### config.mk
export PLATFORM = sky130hd
export DESIGN_NAME = fmul_pack_stage_flat
export DESIGN_NICKNAME = d
export VERILOG_FILES = /design/src/rtl/fmul_pack_stage_pkg.sv /design/src/rtl/fmul_pack_stage_if.sv /design/src/rtl/fmul_out_fifo.sv /design/src/rtl/fmul_pack_stage.sv /design/src/flat_wrapper.sv
export SDC_FILE = /design/constraint.sdc
export NUM_CORES = 1
export LEC_CHECK = 0
export ABC_CLOCK_PERIOD_IN_PS = 2600
export BUFFER_PORTS_ARGS = -buffer_cell sky130_fd_sc_hd__buf_2
export CAP_MARGIN = 10
export CORE_ASPECT_RATIO = 0.9
export CORE_MARGIN = 4
export CORE_UTILIZATION = 35
export CTS_BUF_LIST = sky130_fd_sc_hd__clkbuf_4 sky130_fd_sc_hd__clkbuf_8
export CTS_CLUSTER_DIAMETER = 80
export DETAILED_ROUTE_END_ITERATION = 6
export PLACE_DENSITY = 0.66
export SYNTH_ARGS = -nofsm -noshare
export SYNTH_HDL_FRONTEND = slang
export SYNTH_HIERARCHICAL = 1
export SYNTH_SLANG_ARGS = --single-unit
### constraint.sdc
create_clock -name clk -period 2.6 [get_ports clk]
set_input_delay 0 -clock clk [delete_from_list [all_inputs] [get_ports clk]]
set_output_delay 0 -clock clk [all_outputs]
set_load 0.02 [all_outputs]
### src/rtl/fmul_pack_stage_pkg.sv
// Shared binary32 constants, result record and pack function for the multiplier pack stage.
// Replaces the old fpu754_defs.vh include.
package fmul_pack_stage_pkg;

    localparam int unsigned FP32_BIAS     = 127;
    localparam logic [7:0]  FP32_EXP_MAX  = 8'hFF;
    localparam int unsigned FP32_EXP_W    = 8;
    localparam int unsigned FP32_FRAC_W   = 23;
    localparam int unsigned FP32_W        = 32;
    localparam int unsigned FLAGS_W       = 3;

    localparam int unsigned FLAG_OVF  = 2;
    localparam int unsigned FLAG_UNF  = 1;
    localparam int unsigned FLAG_ZERO = 0;

    typedef struct packed {
        logic [FLAGS_W-1:0] flags;
        logic [FP32_W-1:0]  data;
    } fmul_result_t;

    localparam int unsigned RESULT_W = $bits(fmul_result_t);

    // Priority zero > underflow > overflow; no denormals are produced.
    function automatic fmul_result_t pack_result(input logic [31:0] x3,
                                                 input logic [8:0]  base_ei,
                                                 input int unsigned bias);
        fmul_result_t    res;
        logic signed [9:0] e;
        e = 10'({1'b0, base_ei}) - 10'(bias);
        res = '0;
        res.data[31] = x3[31];
        if (!x3[23]) begin
            res.flags[FLAG_ZERO] = 1'b1;
        end else if (e <= 10'sd0) begin
            res.flags[FLAG_UNF] = 1'b1;
        end else if (e >= 10'sd255) begin
            res.flags[FLAG_OVF] = 1'b1;
            res.data[30:23]     = FP32_EXP_MAX;
        end else begin
            res.data[30:23] = e[7:0];
            res.data[22:0]  = x3[22:0];
        end
        return res;
    endfunction

endpackage

### src/rtl/fmul_pack_stage_if.sv
// Stage-3 input stream and result output stream of the pack stage.
interface fmul_pack_stage_if;

    logic [31:0] x3;
    logic [8:0]  base_ei;
    logic        in_valid;
    logic        in_ready;
    logic [31:0] out_data;
    logic [2:0]  out_flags;
    logic        out_valid;
    logic        out_ready;

    modport master (
        output x3, base_ei, in_valid, out_ready,
        input  in_ready, out_data, out_flags, out_valid
    );

    modport slave (
        input  x3, base_ei, in_valid, out_ready,
        output in_ready, out_data, out_flags, out_valid
    );

endinterface

### src/rtl/fmul_out_fifo.sv
// Output FIFO for packed results; push while full is taken only alongside a pop.
module fmul_out_fifo #(
    parameter int unsigned WIDTH = 35,
    parameter int unsigned DEPTH = 4
) (
    input  logic                     clk,
    input  logic                     rst,
    input  logic                     push,
    input  logic [WIDTH-1:0]         din,
    input  logic                     pop,
    output logic [WIDTH-1:0]         dout,
    output logic                     empty,
    output logic                     full,
    output logic [$clog2(DEPTH):0]   count
);

    localparam int unsigned AW = $clog2(DEPTH);

    logic [WIDTH-1:0] mem [DEPTH];
    logic [AW-1:0]    wr_ptr;
    logic [AW-1:0]    rd_ptr;
    logic             do_push;
    logic             do_pop;

    assign empty   = (count == '0);
    assign full    = (count == (AW+1)'(DEPTH));
    assign do_pop  = pop && !empty;
    assign do_push = push && (!full || do_pop);
    // Head is masked while empty so the output reads zero after reset.
    assign dout    = empty ? '0 : mem[rd_ptr];

    always_ff @(posedge clk) begin
        if (do_push) begin
            mem[wr_ptr] <= din;
        end
    end

    always_ff @(posedge clk) begin
        if (rst) begin
            wr_ptr <= '0;
            rd_ptr <= '0;
            count  <= '0;
        end else begin
            if (do_push) begin
                wr_ptr <= wr_ptr + 1'b1;
            end
            if (do_pop) begin
                rd_ptr <= rd_ptr + 1'b1;
            end
            case ({do_push, do_pop})
                2'b10:   count <= count + 1'b1;
                2'b01:   count <= count - 1'b1;
                default: count <= count;
            endcase
        end
    end

endmodule

### src/rtl/fmul_pack_stage.sv
// Stage 4 of the binary32 multiplier: pack/saturate/flush, P-reg, output FIFO, in_ready, err_ovr.
// Optional FMUL_STICKY_FLAGS_EN adds sticky_flags/flags_clr.
module fmul_pack_stage
    import fmul_pack_stage_pkg::*;
#(
    parameter int unsigned BIAS       = FP32_BIAS,
    parameter int unsigned FIFO_DEPTH = 4
) (
    input  logic              clk,
    input  logic              rst,
    fmul_pack_stage_if.slave  bus,
    output logic              err_ovr
`ifdef FMUL_STICKY_FLAGS_EN
    ,
    output logic [2:0]        sticky_flags,
    input  logic              flags_clr
`endif
);

    localparam int unsigned CW = $clog2(FIFO_DEPTH) + 1;
    localparam int unsigned OW = CW + 1;

    fmul_result_t  pack_comb;
    fmul_result_t  p_res;
    logic          p_valid;
    fmul_result_t  head;
    logic          fifo_empty;
    logic          fifo_full;
    logic [CW-1:0] fifo_count;
    logic          pop;
    logic          push;
    logic          drop;
    logic [OW-1:0] occupancy;

    assign pack_comb = pack_result(bus.x3, bus.base_ei, BIAS);

    always_ff @(posedge clk) begin
        if (rst) begin
            p_valid <= 1'b0;
            p_res   <= '0;
        end else begin
            p_valid <= bus.in_valid;
            if (bus.in_valid) begin
                p_res <= pack_comb;
            end
        end
    end

    assign pop  = bus.out_valid && bus.out_ready;
    assign push = p_valid && (!fifo_full || pop);
    assign drop = p_valid && fifo_full && !pop;

    fmul_out_fifo #(
        .WIDTH (RESULT_W),
        .DEPTH (FIFO_DEPTH)
    ) u_fifo (
        .clk   (clk),
        .rst   (rst),
        .push  (push),
        .din   (p_res),
        .pop   (pop),
        .dout  (head),
        .empty (fifo_empty),
        .full  (fifo_full),
        .count (fifo_count)
    );

    // One slot is reserved for the result already registered upstream.
    assign occupancy     = OW'(fifo_count) + OW'(p_valid);
    assign bus.in_ready  = (occupancy <= OW'(FIFO_DEPTH - 2));
    assign bus.out_valid = !fifo_empty;
    assign bus.out_data  = head.data;
    assign bus.out_flags = head.flags;

    always_ff @(posedge clk) begin
        if (rst) begin
            err_ovr <= 1'b0;
        end else if (drop) begin
            err_ovr <= 1'b1;
        end
    end

`ifdef FMUL_STICKY_FLAGS_EN
    logic [2:0] popped_flags;
    assign popped_flags = pop ? head.flags : 3'b000;

    always_ff @(posedge clk) begin
        if (rst) begin
            sticky_flags <= '0;
        end else if (flags_clr) begin
            sticky_flags <= popped_flags;
        end else begin
            sticky_flags <= sticky_flags | popped_flags;
        end
    end
`endif

endmodule

### src/flat_wrapper.sv
// flat-port wrapper written by rule: the top's interface ports become plain ports
module fmul_pack_stage_flat import fmul_pack_stage_pkg::*;
#(
    parameter int unsigned BIAS       = FP32_BIAS,
    parameter int unsigned FIFO_DEPTH = 4
)
  (clk, rst, err_ovr, bus_x3, bus_base_ei, bus_in_valid, bus_out_ready, bus_in_ready, bus_out_data, bus_out_flags, bus_out_valid);
  fmul_pack_stage_if bus_i ();
  input  logic clk;
  input  logic rst;
  output logic err_ovr;
  input wire logic [$bits(bus_i.x3)-1:0] bus_x3;
  input wire logic [$bits(bus_i.base_ei)-1:0] bus_base_ei;
  input wire logic [$bits(bus_i.in_valid)-1:0] bus_in_valid;
  input wire logic [$bits(bus_i.out_ready)-1:0] bus_out_ready;
  output wire logic [$bits(bus_i.in_ready)-1:0] bus_in_ready;
  output wire logic [$bits(bus_i.out_data)-1:0] bus_out_data;
  output wire logic [$bits(bus_i.out_flags)-1:0] bus_out_flags;
  output wire logic [$bits(bus_i.out_valid)-1:0] bus_out_valid;
  assign bus_i.x3 = bus_x3;
  assign bus_i.base_ei = bus_base_ei;
  assign bus_i.in_valid = bus_in_valid;
  assign bus_i.out_ready = bus_out_ready;
  assign bus_in_ready = bus_i.in_ready;
  assign bus_out_data = bus_i.out_data;
  assign bus_out_flags = bus_i.out_flags;
  assign bus_out_valid = bus_i.out_valid;
  fmul_pack_stage #(.BIAS(BIAS), .FIFO_DEPTH(FIFO_DEPTH)) u_core (.clk(clk), .rst(rst), .bus(bus_i), .err_ovr(err_ovr));
endmodule
### After elaboration in Yosys (flattened, before gate mapping)

Memory sizes are Yosys's and may differ from the RTL's. A register that Yosys moved wholly into a read port is not among the register bits.
Cells that the tools add are included.

| word-level totals | value |
|---|---|
| word-level logic and storage cells | 48 |
| output and inout port bits | 38 |
| memories kept | 1 |
| register bits after elaboration | 44 |
| bits in writable memories | 140 |
| bits of input ports | 45 |

Memories:

| memory | depth | bits a word | rd ports | clocked after Yosys merged registers in | wr ports | line | RTL |
|---|---|---|---|---|---|---|---|
| u_core.u_fifo.mem | 4 | 35 | 1 | 1 | 1 | fmul_out_fifo.sv:19 | `logic [WIDTH-1:0] mem [DEPTH];` |

| cells by class | value |
|---|---|
| multiplexer cells | 15 |
| add/sub/neg operators | 6 |
| reduce and logical (&&, ||, !) cells | 13 |
| $lt $le $gt $ge | 3 |
| eq/ne operators | 3 |

Operators with widths:

| cell | number |
|---|---|
| 31-bit 2-to-1 mux | 2 |
| 35-bit 2-to-1 mux | 1 |
| 23-bit 2-to-1 mux | 1 |
| 10-bit by 9-bit greater-or-equal comparator with 1-bit output, second input constant | 1 |
| 10-bit by 1-bit less-or-equal comparator with 1-bit output, second input constant | 1 |
| 9-bit by 7-bit subtractor with 10-bit output, second input constant | 1 |
| 8-bit 2-to-1 mux | 1 |
| 1-bit logical AND | 6 |
| 1-bit 2-to-1 mux | 6 |
| 2-bit 2-to-1 mux | 3 |
| 3-bit case mux with 2 select lines | 1 |
| 2-bit by 1-bit adder with 2-bit output, second input constant | 2 |
| 3-bit by 1-bit adder with 4-bit output | 1 |
| 4-bit by 2-bit less-or-equal comparator with 1-bit output, second input constant | 1 |
| 3-bit by 1-bit adder with 3-bit output, second input constant | 1 |
| 3-bit == test, second input constant | 1 |
| 1-bit logical NOT | 3 |
| 3-bit logical NOT | 1 |
| 3-bit by 1-bit subtractor with 3-bit output, second input constant | 1 |
| 2-bit by 1-bit == test with 1-bit output, second input constant | 1 |
| 2-bit == test, second input constant | 1 |
| 1-bit logical OR | 2 |
| 2-bit nonzero test | 1 |

### Depth between registers and ports, before layout

| logic depth | value |
|---|---|
| word-level depth | 8 |
| gate-level depth with buffers | 13 |
| gate-level depth less buffers | 10 |

### Hierarchy

The synthesis kept the hierarchy.

Modules (own cells, without submodules):

| module | cells an instance | times used | seq. area each (µm²) | area each (µm²) |
|---|---|---|---|---|
| fmul_out_fifo | 286 | 1 | 4,384.2 | 5,870.6 |
| fmul_pack_stage | 238 | 1 | 740.7 | 2,313.5 |

### Worst setup path after synthesis

No wires, ideal clock.

| path | value |
|---|---|
| path type | flip-flop to flip-flop |
| from | register u_core.u_fifo.count[0] |
| to | memory u_core.u_fifo.mem[0][0], enable pin |
| clock period less this slack | 2.948 ns |
| arrival | 2.528 ns |
| stages on the path, launching flop included | 10 |
| path slack | -0.348 ns |
| required time | 2.180 ns |
| setup time | 0.420 ns |
| buffers on the path | 3 |
| cell sequence | dfxtp_1 -> buf_6 -> nor3_2 -> buf_2 -> inv_1 -> nand2_1 -> inv_1 -> buf_2 -> or4b_4 -> and3_1 |

| between the ends | value |
|---|---|
| cells in the longest elaborated chain, start to end | 8 |
| elaborated cells between the ends (all ways) | 12 |
| classes of those cells | eq/ne: 1; mux: 2; reduce/logical: 9 |

Ends and longest elaborated chain:

| item | line | RTL |
|---|---|---|
| start, declared | fmul_out_fifo.sv:14 | `output logic [$clog2(DEPTH):0] count` |
| start signal, assigned | fmul_out_fifo.sv:51 | `2'b10: count <= count + 1'b1;` |
| start signal, assigned | fmul_out_fifo.sv:52 | `2'b01: count <= count - 1'b1;` |
| start signal, assigned | fmul_out_fifo.sv:53 | `default: count <= count;` |
| 3-bit logical NOT * | fmul_out_fifo.sv:25 | `assign empty = (count == '0);` |
| named net u_core.fifo_empty | fmul_pack_stage.sv:27 | `logic fifo_empty;` |
| 1-bit logical NOT * | fmul_pack_stage.sv:71 | `assign bus.out_valid = !fifo_empty;` |
| named net bus_out_valid | flat_wrapper.sv:19 | `output wire logic [$bits(bus_i.out_valid)-1:0] bus_out_valid;` |
| 1-bit logical AND * | fmul_pack_stage.sv:49 | `assign pop = bus.out_valid && bus.out_ready;` |
| named net u_core.pop | fmul_pack_stage.sv:30 | `logic pop;` |
| 1-bit logical OR / 1-bit logical AND (equally long branches) | fmul_pack_stage.sv:50, fmul_out_fifo.sv:27 |  |
| 1-bit logical AND / 1-bit logical OR (equally long branches) | fmul_pack_stage.sv:50, fmul_out_fifo.sv:28 |  |
| 1-bit logical AND * | fmul_out_fifo.sv:28 | `assign do_push = push && (!full \|\| do_pop);` |
| 1-bit 2-to-1 mux * | fmul_out_fifo.sv:33 | `if (do_push) begin` |
| 1-bit 2-to-1 mux (not written as such) * | fmul_out_fifo.sv:34 | `mem[wr_ptr] <= din;` |
| end, declared | fmul_out_fifo.sv:19 |  |

Mark *: on every way through the listed nets, which the timed path passes. The rest lies on a longest branch.

### Worst setup path in the final report

| path | value |
|---|---|
| from | register u_core.u_fifo.count[0] |
| to | register u_core.u_fifo.count[2] |

| between the ends | value |
|---|---|
| elaborated cells between the ends (all ways) | 16 |
| classes of those cells | add/sub: 2; eq/ne: 3; mux: 1; reduce/logical: 10 |

RTL lines:

| item | line | RTL |
|---|---|---|
| 3-bit == test * | fmul_out_fifo.sv:26 | `assign full = (count == (AW+1)'(DEPTH));` |
| named net u_core.fifo_full | fmul_pack_stage.sv:28 | `logic fifo_full;` |
| 1-bit logical NOT * | fmul_pack_stage.sv:50 | `assign push = p_valid && (!fifo_full \|\| pop);` |
| 1-bit logical OR * | fmul_pack_stage.sv:50 |  |
| 1-bit logical AND * | fmul_pack_stage.sv:50 |  |
| named net u_core.push | fmul_pack_stage.sv:31 | `logic push;` |
| 1-bit logical AND * | fmul_out_fifo.sv:28 |  |
| 2-bit by 1-bit == test with 1-bit output / 2-bit == test (equally long branches) | fmul_out_fifo.sv:50 | `case ({do_push, do_pop})` |
| 3-bit case mux with 2 select lines / 2-bit nonzero test (equally long branches) | -- |  |

Marks and branches as above.
A chain may end at the register's enable or synchronous reset.

==> impl_metrics.env <==
export IMPL_run_status="completed"
export IMPL_synthArstFlopShare=0
export IMPL_crit_top_cell="nand2b_1"
export IMPL_finalClockSkew_ns=0.0118
export IMPL_root_buffer="clkbuf_8"
export IMPL_vias=4783
export IMPL_start_kind="flip-flop"
export IMPL_reg2reg_from="u_core/u_fifo/count[0]"
export IMPL_fin_crit_sh=0.931
export IMPL_post_route_min_period_ns=2.42
export IMPL_nFillCells=2088
export IMPL_powerDensity_mw_per_mm2=610
export IMPL_crit_required_ns=2.98
export IMPL_p_leak_nw=3.65
export IMPL_critPathMaxFanout=13
export IMPL_portBuffers=75
export IMPL_synthesis_nets=578
export IMPL_htreeDepth=4
export IMPL_r2r_slack_ns=0.18
export IMPL_clkLatencyLatePin_ns=0.45
export IMPL_ys_warn_count=6
export IMPL_synth_edf_count=140
export IMPL_cap_viol_max_count=0
export IMPL_ys_seq_area_frac=0.626
export IMPL_wire_per_inst_microns=18.5
export IMPL_overflow=0
export IMPL_cts_made_buffers=17
export IMPL_ys_ff_latch=186
export IMPL_critical_path_class="flip-flop to flip-flop"
export IMPL_critPathCapture="u_core/u_fifo/count[2]"
export IMPL_place_inst=868
export IMPL_drc_errors=0
export IMPL_postSynthAreaPerCell_sq_um=15.6
export IMPL_synth_distinct_cells=61
export IMPL_grt_max_degree=52
export IMPL_grt_pass1_vias=4879
export IMPL_tightest_slew_ns=0.795
export IMPL_grt_pass1_wl_microns=26900
export IMPL_dieArea_sq_mm=0.0259
export IMPL_setup_total_negative_slack_ns=0
export IMPL_cts_tree="done"
export IMPL_worst_setup_path_end_kind="flip-flop"
export IMPL_final_cells=922
export IMPL_hold_viol=0
export IMPL_worstRegToRegCells=10
export IMPL_place_area_sq_mm=0.00877
export IMPL_synth_area_top_cells="edfxtp_1 51%, dfxtp_1 11%, mux4_2 9.6%"
export IMPL_dp_hpwl_microns=10900
export IMPL_groute_usage_overall=0.132
export IMPL_start_util=0.359
export IMPL_final_common_cell="edfxtp_1"
export IMPL_setup_viol=0
export IMPL_cts_sinks=186
export IMPL_die_h_microns=153
export IMPL_whs_ns=0.0236
export IMPL_firstDrtPassIters=4
export IMPL_ir_drop_mv=0.311
export IMPL_fmax_mhz=413
export IMPL_ant_nets=0
export IMPL_timing_slew_headroom=0.463
export IMPL_final_nets=666
export IMPL_min_path_type="input pin to flip-flop"
export IMPL_rsz0062_at_grt="false"
export IMPL_worstSetupStartpoint="u_core/u_fifo/count[0]"
export IMPL_fin_area_sq_mm=0.00943
export IMPL_path_cells="nor2_1, and2_1, a21boi_0, buf_4, inv_1, nand2b_1, fa_1, nand2b_1, or3b_1, a31oi_1"
export IMPL_synthToLayoutAreaGrowth_pct=15.2
export IMPL_routed_wl_microns=17000
export IMPL_drv_slew=0
export IMPL_design_core_area_sq_mm=0.0228
export IMPL_syn_area_sq_mm=0.00818
export IMPL_synth_area_leader_cell="edfxtp_1"
export IMPL_clkTransAtPathRegs_ns=0.09
export IMPL_die_w_microns=169
export IMPL_cts_max_path_buffers=2
export IMPL_slowest_delay_ns=0.57
export IMPL_drtIter0Drc=323
export IMPL_globalplace_congestion=0.730
export IMPL_cpMaxStageDelayCell="dfxtp_1"
export IMPL_diodes=0
export IMPL_antenna_found_initial=0
export IMPL_synthDominantCellAreaShare=0.514
export IMPL_arrival_ns=2.80
export IMPL_ioPinCount=83
export IMPL_syn_inst=524
export IMPL_r2r_end="u_core/u_fifo/count[2]"
export IMPL_drive_gt1_frac=0.283
export IMPL_ys_flop_type="edfxtp_1"
export IMPL_row_count=52
export IMPL_layout_common_cells="140 x edfxtp_1, 75 x buf_2, 59 x nor2b_1"
export IMPL_via_per_inst=5.19
-- metrics by stage --
step,util,total power [mW],setup slack (ns)
global route,0.414,5.99,0.00113
floorplan,-,3.65,-0.0283
global placement,0.385,3.78,0.157
detailed placement,0.385,3.80,0.0212
CTS,0.414,5.81,0.0212
finish,0.414,5.75,0.179
-- how the worst min path moves through the flow --
stage	startpoint	end	slack [ns]	depth (start not counted)
global route	bus_x3[13]	u_core/p_res[13]	0.03	3
finish	bus_x3[9]	u_core/p_res[9]	0.02	3
detailed placement	bus_x3[31]	u_core/p_res[31]	0.27	3
global placement	bus_x3[31]	u_core/p_res[31]	0.26	3
CTS	bus_x3[22]	u_core/p_res[22]	0.003	3
floorplan	bus_x3[23]	u_core/p_res[32]	0.1	1
-- cell usage after synthesis, types with 2 or more instances --
cell type and n:
edfxtp_1 140, nor2b_1 59, a41o_1 46, dfxtp_1 46, mux4_2 35, and2_1 24
nor2_1 22, buf_2 12, inv_1 12, buf_6 11, ha_1 8, clkbuf_1 7
nand2_1 7, xnor2_1 6, a21oi_1 5, and3_1 5, buf_4 5, nand3_1 5
o22ai_1 5, a31oi_1 4, xor2_1 4, a2bb2oi_1 3, nand2b_1 3, a32oi_1 2
buf_1 2, mux2_1 2, mux2i_1 2, nand4_4 2, nor3_1 2, nor4b_1 2
o21a_1 2, o21ai_0 2, o2bb2ai_1 2, o31ai_1 2, o32ai_1 2
-- metal layers --
metal / part of all wire / global-route usage
met4: 0.0074 / 0.0272
met1: 0.46 / 0.179
met5: 0 / 0
met2: 0.49 / 0.216
met3: 0.048 / 0.0364
-- where the power goes --
part           internal (mW)  total, mW  switching, mW
sequential              3.25       3.30         0.0462
combinational          0.185      0.453          0.268
clock                   1.03       2.00          0.963
-- layout make-up --
type | count | area, sq um | area share
Sequential cell | 186 | 5130 | 0.544
Clock inverter | 11 | 144 | 0.0153
Tap cell | 297 | 372 | 0.0394
Inverter | 13 | 48.8 | 0.00517
Multi-Input combinational cell | 285 | 2750 | 0.291
Clock buffer | 21 | 283 | 0.0300
Timing Repair Buffer | 109 | 711 | 0.0754
-- worst max-delay path, delay by kind of cell, from the launching register on --
kind | cells | cell delay (ns)
AO/OA/AOI/OAI | 2 | 0.34
buffers and inverters | 2 | 0.30
AND/OR/NAND/NOR | 5 | 0.90
adder cells (fa/ha/maj) | 1 | 0.22
flip-flops | 1 | 0.57
-- cells by family (layout without fill, tap and decap cells) --
logic type | count (synthesis) | in the layout | share of synthesized area
mux | 39 | 39 | 0.102
flops | 186 | 186 | 0.626
fa+ha+maj | 9 | 9 | 0.0147
compound gates | 88 | 88 | 0.0988
simple gates | 139 | 139 | 0.106
buf+inv | 53 | 154 | 0.0420
xor+xnor | 10 | 10 | 0.0107
-- state kept, by name, indices dropped and copies added (netlist names), named ones only --
register,flops
u_core/u_fifo/rd_ptr,2
u_core/u_fifo/mem,140
u_core/p_res,35
u_core/u_fifo/wr_ptr,2
u_core/p_valid,1
u_core/err_ovr,1
u_core/u_fifo/count,3
-- repair_timing --
item / 4_1_cts / 5_1_grt
hold buffers: 22 / 0
setup buffers: 0 / 0
hold endpoints to repair: 22 / 0
resized for setup: 1 / 3
endpoints found under the setup margin: 9 / 105
(Power assumes the default switching activity.)
